==> src/rtl/obi_rvalid_stall.sv <==
// Response-side stall stage for the OBI testbench memory path: buffers memory
// responses in order and releases each to the core after its own stall count.
module obi_rvalid_stall #(
  parameter int unsigned DEPTH       = 4,
  parameter int unsigned DATA_WIDTH  = 32,
  parameter int unsigned MAX_STALL_N = 15
) (
  input  logic                       clk_i,
  input  logic                       rst_ni,
  input  logic                       req_core_i,
  input  logic                       gnt_core_i,
  output logic                       gnt_permit_o,
  input  logic                       mem_rvalid_i,
  input  logic [DATA_WIDTH-1:0]      mem_rdata_i,
  input  logic                       mem_err_i,
  output logic                       rvalid_core_o,
  output logic [DATA_WIDTH-1:0]      rdata_core_o,
  output logic                       err_core_o,
  input  logic                       en_stall_i,
  input  logic [31:0]                rvalid_stall_i,
  output logic [$clog2(DEPTH):0]     outstanding_o,
  output logic                       overflow_o
);

  localparam int unsigned AW = $clog2(DEPTH);
  localparam int unsigned SW = $clog2(MAX_STALL_N + 1);
  localparam int unsigned CW = AW + 1;
  localparam logic [CW-1:0] DEPTH_C = CW'(DEPTH);
  localparam logic [CW-1:0] ONE_C   = CW'(1);

  typedef enum logic [1:0] {
    S_EMPTY,
    S_COUNT,
    S_RELEASE
  } state_e;

  // Handshakes: neither mem_rvalid_i nor rvalid_core_o has a ready; every
  // cycle with valid high is one completed transfer, accepted unconditionally.

  state_e                state_q, state_d;
  logic [SW-1:0]         cnt_q, cnt_d;
  logic [AW:0]           wr_ptr_q, wr_ptr_d, rd_ptr_q, rd_ptr_d;
  logic [CW-1:0]         outst_q, outst_d;
  logic                  overflow_q, overflow_d;
  logic [DATA_WIDTH-1:0] rdata_q, rdata_d;
  logic                  err_q, err_d;

  logic [DATA_WIDTH-1:0] data_mem  [DEPTH];
  logic                  err_mem   [DEPTH];
  logic [SW-1:0]         stall_mem [DEPTH];

  logic [SW-1:0] stall_in;
  logic [AW:0]   rd_next;
  logic          fifo_empty, fifo_full, more_after_pop;
  logic          push, pop;
  logic [SW-1:0] head_stall, next_stall;

  always_comb begin
    stall_in = '0;
    if (en_stall_i) begin
      if (rvalid_stall_i > 32'(MAX_STALL_N)) stall_in = SW'(MAX_STALL_N);
      else                                   stall_in = rvalid_stall_i[SW-1:0];
    end
  end

  assign rd_next        = rd_ptr_q + ONE_C;
  assign fifo_empty     = (wr_ptr_q == rd_ptr_q);
  assign fifo_full      = (wr_ptr_q[AW] != rd_ptr_q[AW]) &&
                          (wr_ptr_q[AW-1:0] == rd_ptr_q[AW-1:0]);
  assign more_after_pop = (rd_next != wr_ptr_q);
  assign head_stall     = stall_mem[rd_ptr_q[AW-1:0]];
  assign next_stall     = stall_mem[rd_next[AW-1:0]];

  // A push while full is accepted only when the head slot frees up this cycle.
  assign push       = mem_rvalid_i && (!fifo_full || pop);
  assign overflow_d = overflow_q || (mem_rvalid_i && fifo_full && !pop);
  assign wr_ptr_d   = push ? (wr_ptr_q + ONE_C) : wr_ptr_q;
  assign rd_ptr_d   = pop  ? rd_next            : rd_ptr_q;

  always_ff @(posedge clk_i) begin
    if (push) begin
      data_mem[wr_ptr_q[AW-1:0]]  <= mem_rdata_i;
      err_mem[wr_ptr_q[AW-1:0]]   <= mem_err_i;
      stall_mem[wr_ptr_q[AW-1:0]] <= stall_in;
    end
  end

  // Head FSM: state register
  always_ff @(posedge clk_i or negedge rst_ni) begin
    if (!rst_ni) begin
      state_q <= S_EMPTY;
      cnt_q   <= '0;
    end else begin
      state_q <= state_d;
      cnt_q   <= cnt_d;
    end
  end

  // Head FSM: next state
  always_comb begin
    state_d = state_q;
    cnt_d   = cnt_q;
    case (state_q)
      S_EMPTY: begin
        if (!fifo_empty) begin
          cnt_d   = head_stall;
          state_d = (head_stall == '0) ? S_RELEASE : S_COUNT;
        end
      end
      S_COUNT: begin
        if (cnt_q <= SW'(1)) begin
          cnt_d   = '0;
          state_d = S_RELEASE;
        end else begin
          cnt_d = cnt_q - SW'(1);
        end
      end
      S_RELEASE: begin
        if (more_after_pop) begin
          cnt_d   = next_stall;
          state_d = (next_stall == '0) ? S_RELEASE : S_COUNT;
        end else begin
          cnt_d   = '0;
          state_d = S_EMPTY;
        end
      end
      default: begin
        cnt_d   = '0;
        state_d = S_EMPTY;
      end
    endcase
  end

  // Head FSM: outputs
  always_comb begin
    rvalid_core_o = 1'b0;
    pop           = 1'b0;
    if (state_q == S_RELEASE) begin
      rvalid_core_o = 1'b1;
      pop           = 1'b1;
    end
  end

  assign rdata_d      = pop ? data_mem[rd_ptr_q[AW-1:0]] : rdata_q;
  assign err_d        = pop ? err_mem[rd_ptr_q[AW-1:0]]  : err_q;
  // Live head data during release, last released value otherwise.
  assign rdata_core_o = pop ? data_mem[rd_ptr_q[AW-1:0]] : rdata_q;
  assign err_core_o   = pop ? err_mem[rd_ptr_q[AW-1:0]]  : err_q;

  always_comb begin
    outst_d = outst_q;
    if ((req_core_i && gnt_core_i) && !rvalid_core_o) begin
      if (outst_q != DEPTH_C) outst_d = outst_q + ONE_C;
    end else if (rvalid_core_o && !(req_core_i && gnt_core_i)) begin
      if (outst_q != '0) outst_d = outst_q - ONE_C;
    end
  end

  always_ff @(posedge clk_i or negedge rst_ni) begin
    if (!rst_ni) begin
      wr_ptr_q   <= '0;
      rd_ptr_q   <= '0;
      outst_q    <= '0;
      overflow_q <= 1'b0;
      rdata_q    <= '0;
      err_q      <= 1'b0;
    end else begin
      wr_ptr_q   <= wr_ptr_d;
      rd_ptr_q   <= rd_ptr_d;
      outst_q    <= outst_d;
      overflow_q <= overflow_d;
      rdata_q    <= rdata_d;
      err_q      <= err_d;
    end
  end

  assign outstanding_o = outst_q;
  assign gnt_permit_o  = (outst_q < DEPTH_C);
  assign overflow_o    = overflow_q;

endmodule

==> config.mk <==
export PLATFORM = sky130hd
export DESIGN_NAME = obi_rvalid_stall
export DESIGN_NICKNAME = d
export VERILOG_FILES = /design/src/rtl/obi_rvalid_stall.sv
export SDC_FILE = /design/constraint.sdc
export NUM_CORES = 1
export LEC_CHECK = 0
export BUFFER_PORTS_ARGS = -buffer_cell sky130_fd_sc_hd__buf_2
export CAP_MARGIN = 10
export CORE_MARGIN = 2
export CORE_UTILIZATION = 35
export DETAILED_ROUTE_END_ITERATION = 16
export HOLD_SLACK_MARGIN = 0.15
export SYNTH_ARGS = -nofsm -noshare
export SYNTH_HDL_FRONTEND = slang
export SYNTH_SLANG_ARGS = --single-unit
==> constraint.sdc <==
create_clock -name clk_i -period 7.1 [get_ports clk_i]
set_input_delay 0.71 -clock clk_i [delete_from_list [all_inputs] [get_ports clk_i]]
set_output_delay 0.71 -clock clk_i [all_outputs]
set_load 0.01 [all_outputs]
== After elaboration in Yosys (flattened, before gate mapping) ==
Memories as Yosys holds them, arrays and structs flattened.
Cells that the tools add are included.

* Memories kept: 3
* Memory bits (writable): 148
* Register bits: 49
* Logic and storage cells: 70
* Input port bits: 71

* Reductions and logical operators: 20
* $lt $le $gt $ge: 3
* Muxes and demuxes: 21
* Add/sub/neg operators: 5
* Equal/unequal tests: 10

{| class="wikitable"
|+ Memories
! memory !! words !! bits a word !! rd ports !! clocked after memory_dff !! write ports !! line !! text
|-
| data_mem || 4 || 32 || 1 || 0 || 1 || 48 || <nowiki>logic [DATA_WIDTH-1:0] data_mem [DEPTH];</nowiki>
|-
| stall_mem || 4 || 4 || 2 || 0 || 1 || 50 || <nowiki>logic [SW-1:0] stall_mem [DEPTH];</nowiki>
|-
| err_mem || 4 || 1 || 1 || 0 || 1 || 49 || <nowiki>logic err_mem [DEPTH];</nowiki>
|}

{| class="wikitable"
|+ Operator list
! kind !! number
|-
| $gt 32x4->1 const B || 1
|-
| $mux 32 || 1
|-
| $mux 4 || 5
|-
| $mux 3 || 4
|-
| $pmux 4 s3 || 1
|-
| $mux 2 || 5
|-
| $add 3x1->3 const B || 3
|-
| $logic_not 4->1 || 2
|-
| $logic_and 1x1->1 || 7
|-
| $pmux 2 s3 || 1
|-
| $le 4x1->1 const B || 1
|-
| $mux 1 || 4
|-
| $ne 2x2->1 const B || 2
|-
| $reduce_bool 2->1 || 2
|-
| $sub 4x1->4 const B || 1
|-
| $eq 3x3->1 || 1
|-
| $logic_not 1->1 || 3
|-
| $lt 3x3->1 const B || 1
|-
| $ne 3x3->1 || 1
|-
| $ne 3x3->1 const B || 1
|-
| $reduce_and 3->1 || 1
|-
| $reduce_bool 3->1 || 1
|-
| $sub 3x1->3 const B || 1
|-
| $eq 2x1->1 const B || 1
|-
| other kinds (7) || 8
|}

== Depth between registers and ports, before layout ==
Gate-level depths: netlist (run 1).

* Word-level depth: 7
* Mapped depth: 10

== Worst setup path after synthesis (run 1) ==
Ideal clock, no wire load.

* Path type: register to register
* Start: reg rd_ptr_q[1]
* End: mem data_mem[3][0] (enable)
* Slack: 4554 ps
* Buffers on the path: 1
* Data arrival time: 2147 ps
* Data required time: 6701 ps
* Cell stages (with the launch flop): 5
* Cells stage by stage: dfrtp_1 buf_6 xnor2_1 a41oi_1 and2_1

* Longest elaborated chain between the ends: 7

{| class="wikitable"
|+ RTL lines
! item !! line !! text
|-
| start, declared || 42 || <nowiki>logic [AW:0] wr_ptr_q, wr_ptr_d, rd_ptr_q, rd_ptr_d;</nowiki>
|-
| start signal, assigned || 169 || <nowiki>rd_ptr_q <= rd_ptr_d;</nowiki>
|-
| $eq 2x2->1 || 69 || <nowiki>(wr_ptr_q[AW-1:0] == rd_ptr_q[AW-1:0]);</nowiki>
|-
| $logic_and 1x1->1 || 68 || <nowiki>assign fifo_full = (wr_ptr_q[AW] != rd_ptr_q[AW]) &&</nowiki>
|-
| $logic_not 1->1 || 75 || <nowiki>assign push = mem_rvalid_i && (!fifo_full || pop);</nowiki>
|-
| $logic_or 1x1->1 || 75 ||
|-
| $logic_and 1x1->1 || 75 ||
|-
| $mux 1 || 81 || <nowiki>if (push) begin</nowiki>
|-
| $mux 1 (not written as such) || 82 || <nowiki>data_mem[wr_ptr_q[AW-1:0]] <= mem_rdata_i;</nowiki>
|-
| end, declared || 48 ||
|}

No other way between the ends.

== Worst setup path in the final report (run 1) ==
* Start: reg rd_ptr_q[1]
* End: mem data_mem[3][8] (enable)

Same word-level chain as after synthesis.

==> results of run 1 <==
[cells in the final DEF, fill, tap and decap left out, types with 2 or more instances in the layout]
cell       netlist  layout
ha_1             8       8
inv_6            0       6
buf_4            0       2
nor2_1          11      11
a222oi_1         3       3
inv_1           10       9
inv_8            0       2
a21oi_1          4       4
nor4_1           8       8
and2_2           0       4
clkbuf_16        0      17
buf_2            5     109
nand4_1          2       2
mux4_2          40      40
edfxtp_1       148     148
o21ai_0          4       4
o21a_1           5       5
dfrtp_1         49      47
clkinv_8         0       2
xnor2_1          6       6
nand2_1        109     109
clkinv_2         0       2
xor2_1           6       6
a22oi_1          2       2
bufinv_16        0       2
[metrics by stage]
step	util	total power, mW
after floorplan	-	2.648
after global placement	0.3943	3.034
after detailed placement	0.3943	3.081
after CTS	0.4223	4.058
after global routing	0.4223	4.259
final	0.4223	3.999
[critical path, stage by stage (launching register included)]
cell and delay [ns]:
dfrtp_2 1.03, xnor2_1 0.29, a41oi_1 0.56, and2_2 0.95
[routing by layer]
metal	share of wire	GRT usage	vias up	wire, um
met4	0.0041	0.03219	0	61
met2	0.51	0.2236	88	7580
met5	0	0	-	0
met3	0.045	0.03572	6	669
li1	-	-	1957	-
met1	0.44	0.1740	2101	6639
[final timing paths]
path	start	end	slack, ns	cells after the start
max in group asynchronous	rst_ni	rd_ptr_q[0]	6.15	2
min reg2reg	rdata_q[27]	rdata_q[27]	0.47	2
min	rst_ni	rdata_q[16]	0.41	2
max reg2reg	rd_ptr_q[1]	data_mem[3][8]	3.87	3
max	rd_ptr_q[1]	data_mem[3][8]	3.87	3
min in group clk_i	rdata_q[27]	rdata_q[27]	0.47	2
[sequential cells by signal, summed over array words and instances (netlist names)]
| name | count |
|---|---|
| data_mem | 128 |
| err_mem | 4 |
| cnt_q | 4 |
| overflow_o | 1 |
| rdata_q | 32 |
| state_q | 2 |
| rd_ptr_q | 3 |
| outstanding_o | 3 |
| err_q | 1 |
| stall_mem | 16 |
| wr_ptr_q | 3 |
[final cells by class]
type                       instances  area [um2]
clock buffer                      17       425.4
clock inverter                    15       185.2
inverter                          10       37.54
sequential                       197        5675
timing repair buffer             111       560.5
multi-input combinational        232        1982
tap                              280       350.3
fill                            1944       12610
[cells by family (layout without fill, tap and decap cells)]
kind of cell / Yosys count / after routing / share of synthesized area
xor gates and xnor gates: 13 / 13 / 0.01660
and+or+nand+nor: 142 / 142 / 0.07703
buffers and inverters: 28 / 153 / 0.01531
adders and majority gates: 9 / 9 / 0.01547
AOI/OAI and AO/OA: 27 / 27 / 0.02579
muxes: 41 / 41 / 0.1194
DFF: 197 / 197 / 0.7304
[power by group through the flow]
stage          Combinational (mW)  Sequential (mW)  Clock, mW
3_5_place_dp                 1.23             1.85          0
3_3_place_gp                 1.20             1.83          0
6_report                     1.21             1.82      0.973
2_1_floorplan               0.946             1.70          0
4_1_cts                      1.23             1.83      0.998
5_1_grt                      1.35             1.87       1.04
==> impl_results.html, run 1 <==
<table>
<tr><th>Metric</th><th>Value</th></tr>
<tr><th colspan="2">Status</th></tr>
<tr><td>Run status</td><td>complete, no violations</td></tr>
<tr><th colspan="2">Global route</th></tr>
<tr><td>Wire length of the first global-routing pass</td><td>between 20000 and 25000 um</td></tr>
<tr><td>Remaining global-route overflow</td><td>0</td></tr>
<tr><td>Number of global-route vias before repair</td><td>roughly 4500</td></tr>
<tr><td>Antenna violations before repair</td><td>0</td></tr>
<tr><td>Global-route usage over all layers</td><td>0.1332</td></tr>
<tr><td>Largest net degree at the start of global routing</td><td>50</td></tr>
<tr><th colspan="2">Placed design</th></tr>
<tr><td>Post-placement cell count</td><td>830</td></tr>
<tr><td>Cell Area, Placed</td><td>0.008606 mm2</td></tr>
<tr><td>HPWL after detailed placement</td><td>between 9000 and 10000 um</td></tr>
<tr><td>I/O Buffers</td><td>109</td></tr>
<tr><td>Final weighted congestion in routability-driven placement</td><td>roughly 0.76</td></tr>
<tr><td>Setup WS pre-CTS</td><td>between 3 and 4 ns</td></tr>
<tr><th colspan="2">Routing</th></tr>
<tr><td>First-pass iteration count of the detailed router</td><td>5</td></tr>
<tr><td>DRC violation total after the first TritonRoute iteration</td><td>235</td></tr>
<tr><td>Vias per Instance</td><td>between 4 and 5</td></tr>
<tr><td>Number of nets with antenna violations after detailed routing</td><td>0</td></tr>
<tr><td>Per-cell routed wire length</td><td>around 17 um</td></tr>
<tr><td>Post-detailed-route DRC marker count</td><td>0</td></tr>
<tr><td>Routed vias</td><td>just over 4000</td></tr>
<tr><td>Total routed wirelength</td><td>14950 um</td></tr>
<tr><th colspan="2">Cells and area</th></tr>
<tr><td>Syn-to-layout area delta</td><td>18.71%</td></tr>
<tr><td>Nets@finish</td><td>649</td></tr>
<tr><td>Final antenna diode count</td><td>0</td></tr>
<tr><td>Layout cells sized above 1</td><td>0.3316</td></tr>
<tr><td>Cell area after layout</td><td>0.009216 mm2</td></tr>
<tr><td>Final std cells w/o fill</td><td>862</td></tr>
<tr><th colspan="2">Power and ir drop</th></tr>
<tr><td>Net Switching</td><td>1.310 mW</td></tr>
<tr><td>Power density over the cells</td><td>between 400 and 500 mW/mm2</td></tr>
<tr><td>Clock network fraction of design power</td><td>0.243</td></tr>
<tr><td>Static Leak</td><td>3.569 nW</td></tr>
<tr><td>Switching part of the total</td><td>0.3277</td></tr>
<tr><td>Power Internal</td><td>about 2.7 mW</td></tr>
<tr><td>Proportion of power drawn by combinational gates</td><td>0.303</td></tr>
<tr><td>Worst-case vdd ir drop</td><td>between 0.15 and 0.2 mV</td></tr>
<tr><td>Sequential fraction of design power</td><td>0.454</td></tr>
<tr><th colspan="2">Timing</th></tr>
<tr><td>Worst hold slack</td><td>between 0.4 and 0.5 ns</td></tr>
<tr><td>Hold Violations, Final</td><td>0</td></tr>
<tr><td>Final period util</td><td>0.4548</td></tr>
<tr><td>Post-Route Skew</td><td>0.01165 ns</td></tr>
<tr><td>Final Slew Violations</td><td>0</td></tr>
<tr><td>Fmax achieved</td><td>between 300 and 400 MHz</td></tr>
<tr><td>Slew at the pin closest to its max-slew limit</td><td>around 1.0 ns</td></tr>
<tr><td>Min Tclk post-route</td><td>approximately 3.2 ns</td></tr>
<tr><td>Setup-failing EPs final</td><td>0</td></tr>
<tr><td>Unrepaired setup endpoints after global routing</td><td>no</td></tr>
<tr><td>Min setup slack post-route</td><td>roughly 3.9 ns</td></tr>
<tr><td>Total negative slack</td><td>0 ns</td></tr>
<tr><td>Relative slew margins</td><td>0.3048</td></tr>
<tr><th colspan="2">Floorplan</th></tr>
<tr><td>Area of the core</td><td>~0.022 mm2</td></tr>
<tr><td>Initial standard-cell utilization of the core</td><td>0.3558</td></tr>
<tr><td>Die Y</td><td>about 150 um</td></tr>
<tr><td>Num ports</td><td>between 100 and 150</td></tr>
<tr><td>Site Rows</td><td>54</td></tr>
<tr><td>DIE AREA</td><td>between 0.02 and 0.025 mm2</td></tr>
<tr><td>DIE WIDTH</td><td>152.9 um</td></tr>
<tr><th colspan="2">Synth</th></tr>
<tr><td>Number of unique standard cell types used by synthesis</td><td>38</td></tr>
<tr><td>Primary flip-flop cell chosen by synthesis mapping</td><td>edfxtp_1</td></tr>
<tr><td>Synth warnings</td><td>0</td></tr>
<tr><td>Ranking of synthesized cells by instance count</td><td>edfxtp_1, nand2_1, dfrtp_1</td></tr>
<tr><td>Flops &amp; latches, synth</td><td>about 200</td></tr>
<tr><td>Share of flip-flops with an asynchronous set or reset after synthesis</td><td>0.2487</td></tr>
<tr><td>Post-synth net total</td><td>around 540</td></tr>
<tr><td>Largest area contributor in the synthesized netlist</td><td>edfxtp_1</td></tr>
<tr><td>Register area share after synthesis</td><td>0.7304</td></tr>
<tr><td>Area share of the largest cell type after synthesis</td><td>0.5724</td></tr>
<tr><td>Post-Synthesis Cells</td><td>about 460</td></tr>
<tr><td>Count of flip-flops with a built-in enable after synthesis</td><td>about 150</td></tr>
<tr><td>Summed instance area of the synthesized netlist</td><td>slightly below 0.008 mm2</td></tr>
<tr><td>Mean Syn Cell Area</td><td>16.99 um2</td></tr>
<tr><td>Top area cells in the synthesized netlist</td><td>edfxtp_1, dfrtp_1, mux4_2</td></tr>
<tr><td>Most common cell in the synthesized netlist</td><td>edfxtp_1</td></tr>
<tr><th colspan="2">Worst setup path</th></tr>
<tr><td>WP data arrival</td><td>around 3.3 ns</td></tr>
<tr><td>Maximum fanout encountered on the critical timing path</td><td>40</td></tr>
<tr><td>Crit Path Category</td><td>reg -&gt; reg</td></tr>
<tr><td>Kind of launch point of the worst setup path</td><td>flip-flop</td></tr>
<tr><td>Kind of capture point of the worst setup path</td><td>flip-flop</td></tr>
<tr><td>Required @ worst endpoint</td><td>7.14 ns</td></tr>
<tr><th colspan="2">CTS</th></tr>
<tr><td>Sinks on the clock net</td><td>between 150 and 200</td></tr>
<tr><td>Number of buffers on the longest clock path</td><td>2</td></tr>
<tr><td>Clock transition time at the flip-flop clock pins of the worst setup and hold paths</td><td>0.08 ns</td></tr>
<tr><td>Number of gates resized after cts</td><td>0</td></tr>
<tr><td># H-tree levels</td><td>4</td></tr>
<tr><td>Count of hold-fix buffers inserted at cts</td><td>0</td></tr>
<tr><td>Clock root buffer</td><td>clkbuf_16</td></tr>
<tr><td>Num CTS Buffers</td><td>17</td></tr>
<tr><td>Worst-skew pair later-pin latency</td><td>between 0.4 and 0.5 ns</td></tr>
<tr><td>Setup repair bufs after CTS</td><td>0</td></tr>
<tr><td>Clock tree from TritonCTS</td><td>built</td></tr>
<tr><th colspan="2">Min path</th></tr>
<tr><td>Type of the most critical hold path</td><td>in -&gt; async</td></tr>
<tr><th colspan="2">Run</th></tr>
<tr><td>Number of max-capacitance violations reported</td><td>0</td></tr>
</table>
Power figures use the tool's default switching activity.
==> inputs of run 2 (changes only) <==
==> constraint.sdc (replaced) <==
create_clock -name clk_i -period 3.17 [get_ports clk_i]
set_input_delay 0.317 -clock clk_i [delete_from_list [all_inputs] [get_ports clk_i]]
set_output_delay 0.317 -clock clk_i [all_outputs]
set_load 0.01 [all_outputs]
==> run 2 against run 1 <==
  * Hold slack worse by 0.20 ns
  * Largest power group unchanged
  * Via count is 4.8% higher
  * Flip-flop and latch count stayed put
  * Critical path type is now reg -> out
  * First-iteration DRC count is 11% lower
==> impl_results.html, run 2 (synthesis results as in run 1) <==
<table>
<tr><th>Metric</th><th>Value</th></tr>
<tr><th colspan="2">Worst setup path</th></tr>
<tr><td>WP data arrival</td><td>2.37 ns (-0.90 ns)</td></tr>
<tr><td>Cell type of the slowest stage on the worst timing path</td><td>dfrtp_4</td></tr>
<tr><td>Kind of launch point of the worst setup path</td><td>flip-flop</td></tr>
<tr><td>Maximum fanout encountered on the critical timing path</td><td>22 (-45%)</td></tr>
<tr><td>Capturing point of the worst reg2reg path</td><td>stall_mem[1][2]</td></tr>
<tr><td>Crit Path Category</td><td>reg -&gt; out</td></tr>
<tr><td>Kind of capture point of the worst setup path</td><td>output port</td></tr>
<tr><td>Dominant delay contributor by cell family on the critical path</td><td>flip-flops</td></tr>
<tr><td>Required @ worst endpoint</td><td>2.85 ns (-4.29 ns)</td></tr>
<tr><td>Cell mode on critical path</td><td>nand2_1</td></tr>
<tr><td>Register-to-Register Setup Slack</td><td>0.77 ns (-3.10 ns)</td></tr>
<tr><td>Reg2Reg Launch Point</td><td>rd_ptr_q[0]</td></tr>
<tr><td>FF-to-FF path depth</td><td>4 (+1)</td></tr>
<tr><td>Sequence of cells on the critical path</td><td>buf_4, mux4_2, nand2_1, nand2_1, buf_2</td></tr>
<tr><td>Crit path largest cell delay</td><td>0.68 ns (-0.35 ns)</td></tr>
<tr><td>Number of buffers and inverters on the critical path</td><td>2 (+2)</td></tr>
<tr><th colspan="2">Cells and area</th></tr>
<tr><td>Layout cells sized above 1</td><td>0.3147 (-0.01692)</td></tr>
<tr><td>Flip-flop count of the largest register, all copies and words added</td><td>128 (unchanged)</td></tr>
<tr><td>Final std cells w/o fill</td><td>906 (+5.1%)</td></tr>
<tr><td>Commonest cells after routing, fill and taps aside</td><td>edfxtp_1, nand2_1, buf_2</td></tr>
<tr><td>Syn-to-layout area delta</td><td>23.72%</td></tr>
<tr><td>Nets@finish</td><td>694 (+6.9%)</td></tr>
<tr><td>Final antenna diode count</td><td>0 (unchanged)</td></tr>
<tr><td>Most common cell after layout, fill and taps aside</td><td>edfxtp_1</td></tr>
<tr><td>Filler cell count in the final layout</td><td>1916 (-1.4%)</td></tr>
<tr><td>Cell area after layout</td><td>0.009605 mm2 (+4.2%)</td></tr>
<tr><th colspan="2">Routing</th></tr>
<tr><td>Post-detailed-route DRC marker count</td><td>0 (unchanged)</td></tr>
<tr><td>DRC violation total after the first TritonRoute iteration</td><td>209 (-11%)</td></tr>
<tr><td>Total routed wirelength</td><td>15540 um (+3.9%)</td></tr>
<tr><td>Number of nets with antenna violations after detailed routing</td><td>0 (unchanged)</td></tr>
<tr><td>Per-cell routed wire length</td><td>17.15 um (-1.1%)</td></tr>
<tr><td>First-pass iteration count of the detailed router</td><td>4 (-1)</td></tr>
<tr><td>Routed vias</td><td>4352 (+4.8%)</td></tr>
<tr><td>Vias per Instance</td><td>4.804 (-0.27%)</td></tr>
<tr><th colspan="2">Timing</th></tr>
<tr><td>Setup-failing EPs final</td><td>0 (unchanged)</td></tr>
<tr><td>Final Slew Violations</td><td>0 (unchanged)</td></tr>
<tr><td>Final period util</td><td>0.8472</td></tr>
<tr><td>Post-Route Skew</td><td>0.01257 ns (+0.0009179 ns)</td></tr>
<tr><td>Min Tclk post-route</td><td>2.686 ns</td></tr>
<tr><td>Hold Violations, Final</td><td>0 (unchanged)</td></tr>
<tr><td>Fmax achieved</td><td>around 370 MHz</td></tr>
<tr><td>Slew at the pin closest to its max-slew limit</td><td>0.9960 ns (-0.04683 ns)</td></tr>
<tr><td>Unrepaired setup endpoints after global routing</td><td>no</td></tr>
<tr><td>Relative slew margins</td><td>0.3360 (+0.03122)</td></tr>
<tr><td>Total negative slack</td><td>0 ns (unchanged)</td></tr>
<tr><th colspan="2">CTS</th></tr>
<tr><td>Number of buffers on the longest clock path</td><td>2 (unchanged)</td></tr>
<tr><td>Clock root buffer</td><td>clkbuf_16</td></tr>
<tr><td>Sinks on the clock net</td><td>197 (unchanged)</td></tr>
<tr><td>Num CTS Buffers</td><td>17 (unchanged)</td></tr>
<tr><td>Clock transition time at the flip-flop clock pins of the worst setup and hold paths</td><td>0.07 ns (about the same)</td></tr>
<tr><td>Worst-skew pair later-pin latency</td><td>0.42 ns (about the same)</td></tr>
<tr><td># H-tree levels</td><td>4 (unchanged)</td></tr>
<tr><td>Clock tree from TritonCTS</td><td>built</td></tr>
<tr><td>Setup repair bufs after CTS</td><td>0 (unchanged)</td></tr>
<tr><th colspan="2">Floorplan</th></tr>
<tr><td>Die Y</td><td>152.9 um (unchanged)</td></tr>
<tr><td>Area of the core</td><td>0.02182 mm2 (unchanged)</td></tr>
<tr><td>DIE AREA</td><td>0.02339 mm2 (unchanged)</td></tr>
<tr><td>Site Rows</td><td>54 (unchanged)</td></tr>
<tr><td>Initial standard-cell utilization of the core</td><td>0.3558 (unchanged)</td></tr>
<tr><td>DIE WIDTH</td><td>152.9 um (unchanged)</td></tr>
<tr><td>Num ports</td><td>110 (unchanged)</td></tr>
<tr><th colspan="2">Min path</th></tr>
<tr><td>Hold Startpoint</td><td>mem_rvalid_i</td></tr>
<tr><td>Type of the most critical hold path</td><td>in -&gt; reg</td></tr>
<tr><td>Endpoint with the worst hold slack</td><td>overflow_o</td></tr>
<tr><td>Hold Crit Depth</td><td>2</td></tr>
<tr><th colspan="2">Run</th></tr>
<tr><td>Number of max-capacitance violations reported</td><td>0 (unchanged)</td></tr>
<tr><th colspan="2">Placed design</th></tr>
<tr><td>I/O Buffers</td><td>109 (unchanged)</td></tr>
<tr><td>HPWL after detailed placement</td><td>10380 um (+10%)</td></tr>
<tr><td>Cell Area, Placed</td><td>0.008726 mm2 (+1.4%)</td></tr>
<tr><td>Post-placement cell count</td><td>841 (+1.3%)</td></tr>
<tr><td>Final weighted congestion in routability-driven placement</td><td>0.7594 (-0.35%)</td></tr>
<tr><th colspan="2">Global route</th></tr>
<tr><td>Largest net degree at the start of global routing</td><td>38 (-24%)</td></tr>
<tr><td>Remaining global-route overflow</td><td>0 (unchanged)</td></tr>
<tr><td>Global-route usage over all layers</td><td>0.1408 (+0.007529)</td></tr>
<tr><td>Wire length of the first global-routing pass</td><td>25720 um (+6.8%)</td></tr>
<tr><td>Antenna violations before repair</td><td>0 (unchanged)</td></tr>
<tr><td>Number of global-route vias before repair</td><td>4773 (+5.8%)</td></tr>
<tr><th colspan="2">Power and ir drop</th></tr>
<tr><td>Power density over the cells</td><td>926.3 mW/mm2 (+110%)</td></tr>
<tr><td>Static Leak</td><td>3.733 nW (+4.6%)</td></tr>
<tr><td>Worst-case vdd ir drop</td><td>0.3922 mV (+99%)</td></tr>
<tr><th colspan="2">Status</th></tr>
<tr><td>Run status</td><td>complete, no violations</td></tr>
</table>
## run 2: cell count changes in the layout (fill, tap and decap cells not counted), sizes merged, moves of 2 or more
cell,before,now
dlygate4sd3,0,34
buf,111,122
clkbuf,17,22
inv,18,14
clkinv,4,2
## run 2: worst max path at each step
stage	depth (start not counted)	slack, ns	start	endpoint
after floorplan	4	0.62	rd_ptr_q[1]	data_mem[3][0]
after global placement	4	0.82	rd_ptr_q[0]	data_mem[0][20]
after detailed placement	4	0.79	rd_ptr_q[0]	data_mem[2][20]
after CTS	5	0.42	rd_ptr_q[0]	rdata_core_o[10]
after global routing	5	0.30	rd_ptr_q[0]	rdata_core_o[10]
final	5	0.48	rd_ptr_q[0]	rdata_core_o[10]
## run 2: repair_timing
action,CTS,global route
resized for setup,0,0
endpoints found under the hold margin,168,0
hold buffers,34,0
## run 2: layout make-up
cell class                      count  area [um2]  share of cell area
Sequential cell                   197        5675              0.5909
Inverter                           10       37.54            0.003908
Clock buffer                       22       444.2             0.04624
Timing Repair Buffer              156        1021              0.1063
Multi-Input combinational cell    232        1982              0.2063
Clock inverter                      9       95.09            0.009900
Tap cell                          280       350.3             0.03647
## run 2: metal layers
metal	up-vias	global-route usage	share of wire
met5	-	0	0
met4	0	0.03439	0.0042
met3	4	0.03034	0.040
met2	84	0.2462	0.52
met1	2230	0.1797	0.44
li1	2034	-	-
## run 2: power by group
part           switching [mW]  internal, mW  total [mW]
combinational            1.62          1.37        2.99
clock                   0.901          1.09        1.99
sequential              0.353          3.56        3.91
total                    2.87          6.02        8.90
## run 2: through the flow
step                power [mW]  worst slack [ns]  hold slack [ns]  utilization
floorplan                5.930            0.6240          0.02141            -
global placement         6.890            0.8176           0.4475       0.3998
detailed placement       6.980            0.7865           0.4539       0.3998
CTS                      9.029            0.4206           0.1848       0.4401
global route             9.471            0.3010           0.2070       0.4401
finish                   8.898            0.4844           0.2075       0.4401
==> inputs of run 3 (changes only) <==
==> constraint.sdc (replaced) <==
create_clock -name clk_i -period 2.6 [get_ports clk_i]
set_input_delay 0.26 -clock clk_i [delete_from_list [all_inputs] [get_ports clk_i]]
set_output_delay 0.26 -clock clk_i [all_outputs]
set_load 0.01 [all_outputs]
==> run 3 against run 2 <==
  * Utilization is 0.61 points higher
  * Via count increased by 1.6%
  * Register-to-register slack worse by 0.42 ns
  * Combinational power up 29%
  * Sequential share of layout area fell by 0.81 points
  * Hold slack gained 0.033 ns
  * Power up 25%
  * Critical path type unchanged
  * Highest routed layer unchanged
==> impl_results.html, run 3 (synthesis results as in run 1) <==
<table>
<tr><th>Metric</th><th>Value</th></tr>
<tr><th colspan="2">Cells and area</th></tr>
<tr><td>Reg area</td><td>0.005675 mm2 (unchanged)</td></tr>
<tr><td>Layout cells sized above 1</td><td>0.3307 (+0.01601)</td></tr>
<tr><td>Syn-to-layout area delta</td><td>25.45%</td></tr>
<tr><td>Final core area utilization</td><td>0.4463 (+0.006135)</td></tr>
<tr><td>Filler cell count in the final layout</td><td>1910 (-0.31%)</td></tr>
<tr><td>Nets@finish</td><td>702 (+1.2%)</td></tr>
<tr><td>Flip-flop count of the largest register, all copies and words added</td><td>128 (unchanged)</td></tr>
<tr><td>Combined area of the multi-input logic cells</td><td>0.001987 mm2 (+0.25%)</td></tr>
<tr><td>Commonest cells after routing, fill and taps aside</td><td>edfxtp_1, nand2_1, buf_2</td></tr>
<tr><td>Most common cell after layout, fill and taps aside</td><td>edfxtp_1</td></tr>
<tr><td>Final antenna diode count</td><td>0 (unchanged)</td></tr>
<tr><th colspan="2">CTS</th></tr>
<tr><td>Setup repair bufs after CTS</td><td>0 (unchanged)</td></tr>
<tr><td>Worst-skew pair later-pin latency</td><td>0.43 ns (about the same)</td></tr>
<tr><td># H-tree levels</td><td>4 (unchanged)</td></tr>
<tr><td>Clock root buffer</td><td>clkbuf_16</td></tr>
<tr><td>Num CTS Buffers</td><td>17 (unchanged)</td></tr>
<tr><td>Clock tree from TritonCTS</td><td>built</td></tr>
<tr><td>Number of buffers on the longest clock path</td><td>2 (unchanged)</td></tr>
<tr><td>Clock transition time at the flip-flop clock pins of the worst setup and hold paths</td><td>0.08 ns (about the same)</td></tr>
<tr><td>Sinks on the clock net</td><td>197 (unchanged)</td></tr>
<tr><th colspan="2">Floorplan</th></tr>
<tr><td>DIE AREA</td><td>0.02339 mm2 (unchanged)</td></tr>
<tr><td>DIE WIDTH</td><td>152.9 um (unchanged)</td></tr>
<tr><td>Initial standard-cell utilization of the core</td><td>0.3558 (unchanged)</td></tr>
<tr><td>Num ports</td><td>110 (unchanged)</td></tr>
<tr><td>Site Rows</td><td>54 (unchanged)</td></tr>
<tr><td>Die Y</td><td>152.9 um (unchanged)</td></tr>
<tr><td>Area of the core</td><td>0.02182 mm2 (unchanged)</td></tr>
<tr><th colspan="2">Timing</th></tr>
<tr><td>Post-Route Skew</td><td>0.01515 ns (+0.002583 ns)</td></tr>
<tr><td>Hold Violations, Final</td><td>0 (unchanged)</td></tr>
<tr><td>Slew at the pin closest to its max-slew limit</td><td>0.7088 ns (-0.2872 ns)</td></tr>
<tr><td>Fmax achieved</td><td>approximately 410 MHz</td></tr>
<tr><td>Worst hold slack</td><td>0.2404 ns (+0.03287 ns)</td></tr>
<tr><td>Total negative slack</td><td>0 ns (unchanged)</td></tr>
<tr><td>Final period util</td><td>0.9309</td></tr>
<tr><td>Final Slew Violations</td><td>0 (unchanged)</td></tr>
<tr><td>Unrepaired setup endpoints after global routing</td><td>no</td></tr>
<tr><td>Relative slew margins</td><td>0.5275 (+0.1914)</td></tr>
<tr><td>Setup-failing EPs final</td><td>0 (unchanged)</td></tr>
<tr><td>Min Tclk post-route</td><td>roughly 2.4 ns</td></tr>
<tr><th colspan="2">Status</th></tr>
<tr><td>Run status</td><td>complete, no violations</td></tr>
<tr><th colspan="2">Global route</th></tr>
<tr><td>Number of global-route vias before repair</td><td>4809 (+0.75%)</td></tr>
<tr><td>Remaining global-route overflow</td><td>0 (unchanged)</td></tr>
<tr><td>Global-route usage over all layers</td><td>0.1402 (-0.0005280)</td></tr>
<tr><td>Antenna violations before repair</td><td>0 (unchanged)</td></tr>
<tr><td>Largest net degree at the start of global routing</td><td>37 (-2.6%)</td></tr>
<tr><td>Wire length of the first global-routing pass</td><td>25610 um (-0.46%)</td></tr>
<tr><th colspan="2">Min path</th></tr>
<tr><td>Type of the most critical hold path</td><td>in -&gt; reg</td></tr>
<tr><td>Hold Startpoint</td><td>rvalid_stall_i[2]</td></tr>
<tr><th colspan="2">Worst setup path</th></tr>
<tr><td>Number of buffers and inverters on the critical path</td><td>2 (unchanged)</td></tr>
<tr><td>Reg2Reg Launch Point</td><td>rd_ptr_q[0]</td></tr>
<tr><td>Sequence of cells on the critical path</td><td>buf_12, mux4_2, nand2_1, nand2_1, buf_2</td></tr>
<tr><td>Launch point of the critical path</td><td>rd_ptr_q[0]</td></tr>
<tr><td>Kind of launch point of the worst setup path</td><td>flip-flop</td></tr>
<tr><td>Dominant delay contributor by cell family on the critical path</td><td>multiplexers</td></tr>
<tr><td>WP data arrival</td><td>2.16 ns (-0.21 ns)</td></tr>
<tr><td>Crit Path Category</td><td>reg -&gt; out</td></tr>
<tr><td>Cell mode on critical path</td><td>nand2_1</td></tr>
<tr><td>Crit path largest cell delay</td><td>0.55 ns (-0.13 ns)</td></tr>
<tr><td>Cell type of the slowest stage on the worst timing path</td><td>mux4_2</td></tr>
<tr><td>Kind of capture point of the worst setup path</td><td>output port</td></tr>
<tr><td>Required @ worst endpoint</td><td>2.34 ns (-0.51 ns)</td></tr>
<tr><td>Maximum fanout encountered on the critical timing path</td><td>36 (+64%)</td></tr>
<tr><th colspan="2">Power and ir drop</th></tr>
<tr><td>Sequential fraction of design power</td><td>0.423 (-0.017)</td></tr>
<tr><td>Proportion of power drawn by combinational gates</td><td>0.348 (+0.012)</td></tr>
<tr><td>Clock network fraction of design power</td><td>0.229 (+0.005)</td></tr>
<tr><td>Power Internal</td><td>7.379 mW (+23%)</td></tr>
<tr><td>Switching part of the total</td><td>0.3350 (+0.01199)</td></tr>
<tr><td>Power density over the cells</td><td>1139 mW/mm2 (+23%)</td></tr>
<tr><td>Static Leak</td><td>3.802 nW (+1.8%)</td></tr>
<tr><td>Net Switching</td><td>3.718 mW (+29%)</td></tr>
<tr><td>Worst-case vdd ir drop</td><td>0.5432 mV (+38%)</td></tr>
<tr><th colspan="2">Routing</th></tr>
<tr><td>Post-detailed-route DRC marker count</td><td>0 (unchanged)</td></tr>
<tr><td>Vias per Instance</td><td>4.832 (+0.59%)</td></tr>
<tr><td>Met1 wire length</td><td>6951 um (+2.0%)</td></tr>
<tr><td>Per-cell routed wire length</td><td>17.34 um (+1.1%)</td></tr>
<tr><td>Wire length on met2</td><td>8244 um (+2.6%)</td></tr>
<tr><td>Routed vias</td><td>4421 (+1.6%)</td></tr>
<tr><td>Total routed wirelength</td><td>15870 um (+2.1%)</td></tr>
<tr><td>Met3 wire length</td><td>595 um (-4.5%)</td></tr>
<tr><td>Number of nets with antenna violations after detailed routing</td><td>0 (unchanged)</td></tr>
<tr><td>Topmost layer with routed signal wires</td><td>met4</td></tr>
<tr><td>First-pass iteration count of the detailed router</td><td>7 (+3)</td></tr>
<tr><td>DRC violation total after the first TritonRoute iteration</td><td>255 (+22%)</td></tr>
<tr><th colspan="2">Placed design</th></tr>
<tr><td>I/O Buffers</td><td>109 (unchanged)</td></tr>
<tr><td>Final weighted congestion in routability-driven placement</td><td>0.7900 (+4.0%)</td></tr>
<tr><td>HPWL after detailed placement</td><td>10540 um (+1.5%)</td></tr>
<tr><th colspan="2">Run</th></tr>
<tr><td>Number of max-capacitance violations reported</td><td>0 (unchanged)</td></tr>
</table>
[run 3: cell types whose count changed in the layout (fill, tap and decap cells not counted), sizes merged]
cell,change
buf,+7
clkbuf,-4
dlygate4sd3,+1
bufinv,-1
clkinv,+5
clkinvlp,+1
[run 3: layout make-up]
class,count,area share
timing repair buffer,164,0.1125
sequential,197,0.5827
tap,280,0.03597
multi-input combinational,232,0.2040
clock inverter,14,0.01657
inverter,10,0.004111
clock buffer,18,0.04406
[run 3: power by group through the flow]
stage	clock network [mW]	logic (mW)	registers [mW]
3_5_place_dp	0	3.88	4.77
3_3_place_gp	0	3.80	4.72
6_report	2.54	3.87	4.69
2_1_floorplan	0	2.58	4.65
5_1_grt	2.73	4.28	4.79
4_1_cts	2.61	3.95	4.70
[run 3: per-stage QoR]
stage,cells,instance area [um2],total power [mW],worst slack [ns]
after floorplan,457,7764,7.230,0.05398
after global placement,848,8791,8.523,0.4228
after detailed placement,848,8791,8.649,0.3541
after CTS,915,9734,11.25,0.07454
after global routing,915,9739,11.80,0.01986
final,915,9739,11.10,0.1796
[run 3: worst register-to-register path, stage by stage, from the launching register on]
cell and delay (ns):
dfrtp_4 0.54, buf_12 0.31, mux4_2 0.57, nor4_1 0.41, a22oi_1 0.14, and2b_1 0.21
[run 3: path summary, 6_finish.rpt]
check	endpoint	depth (start not counted)	slack (ns)
min in group asynchronous	rdata_q[18]	2	0.42
worst max-delay path	rdata_core_o[10]	5	0.18
worst min register to register	rdata_q[20]	2	0.47
max in group asynchronous	rd_ptr_q[0]	3	1.49
worst max register to register	state_q[1]	5	0.35
worst min-delay path	stall_mem[1][2]	2	0.24
[run 3: timing repair]
action,in CTS,in global routing
pin swaps,0,0
endpoints found under the setup margin,4,2
hold endpoints to repair,158,0
gates resized for setup,1,1
hold buffers,35,0
[run 3: routing by layer]
| layer | track usage | up-vias |
|---|---|---|
| li1 | - | 2050 |
| met1 | 0.1794 | 2267 |
| met2 | 0.2454 | 95 |
| met3 | 0.03459 | 9 |
| met4 | 0.02646 | 0 |
| met5 | 0 | - |
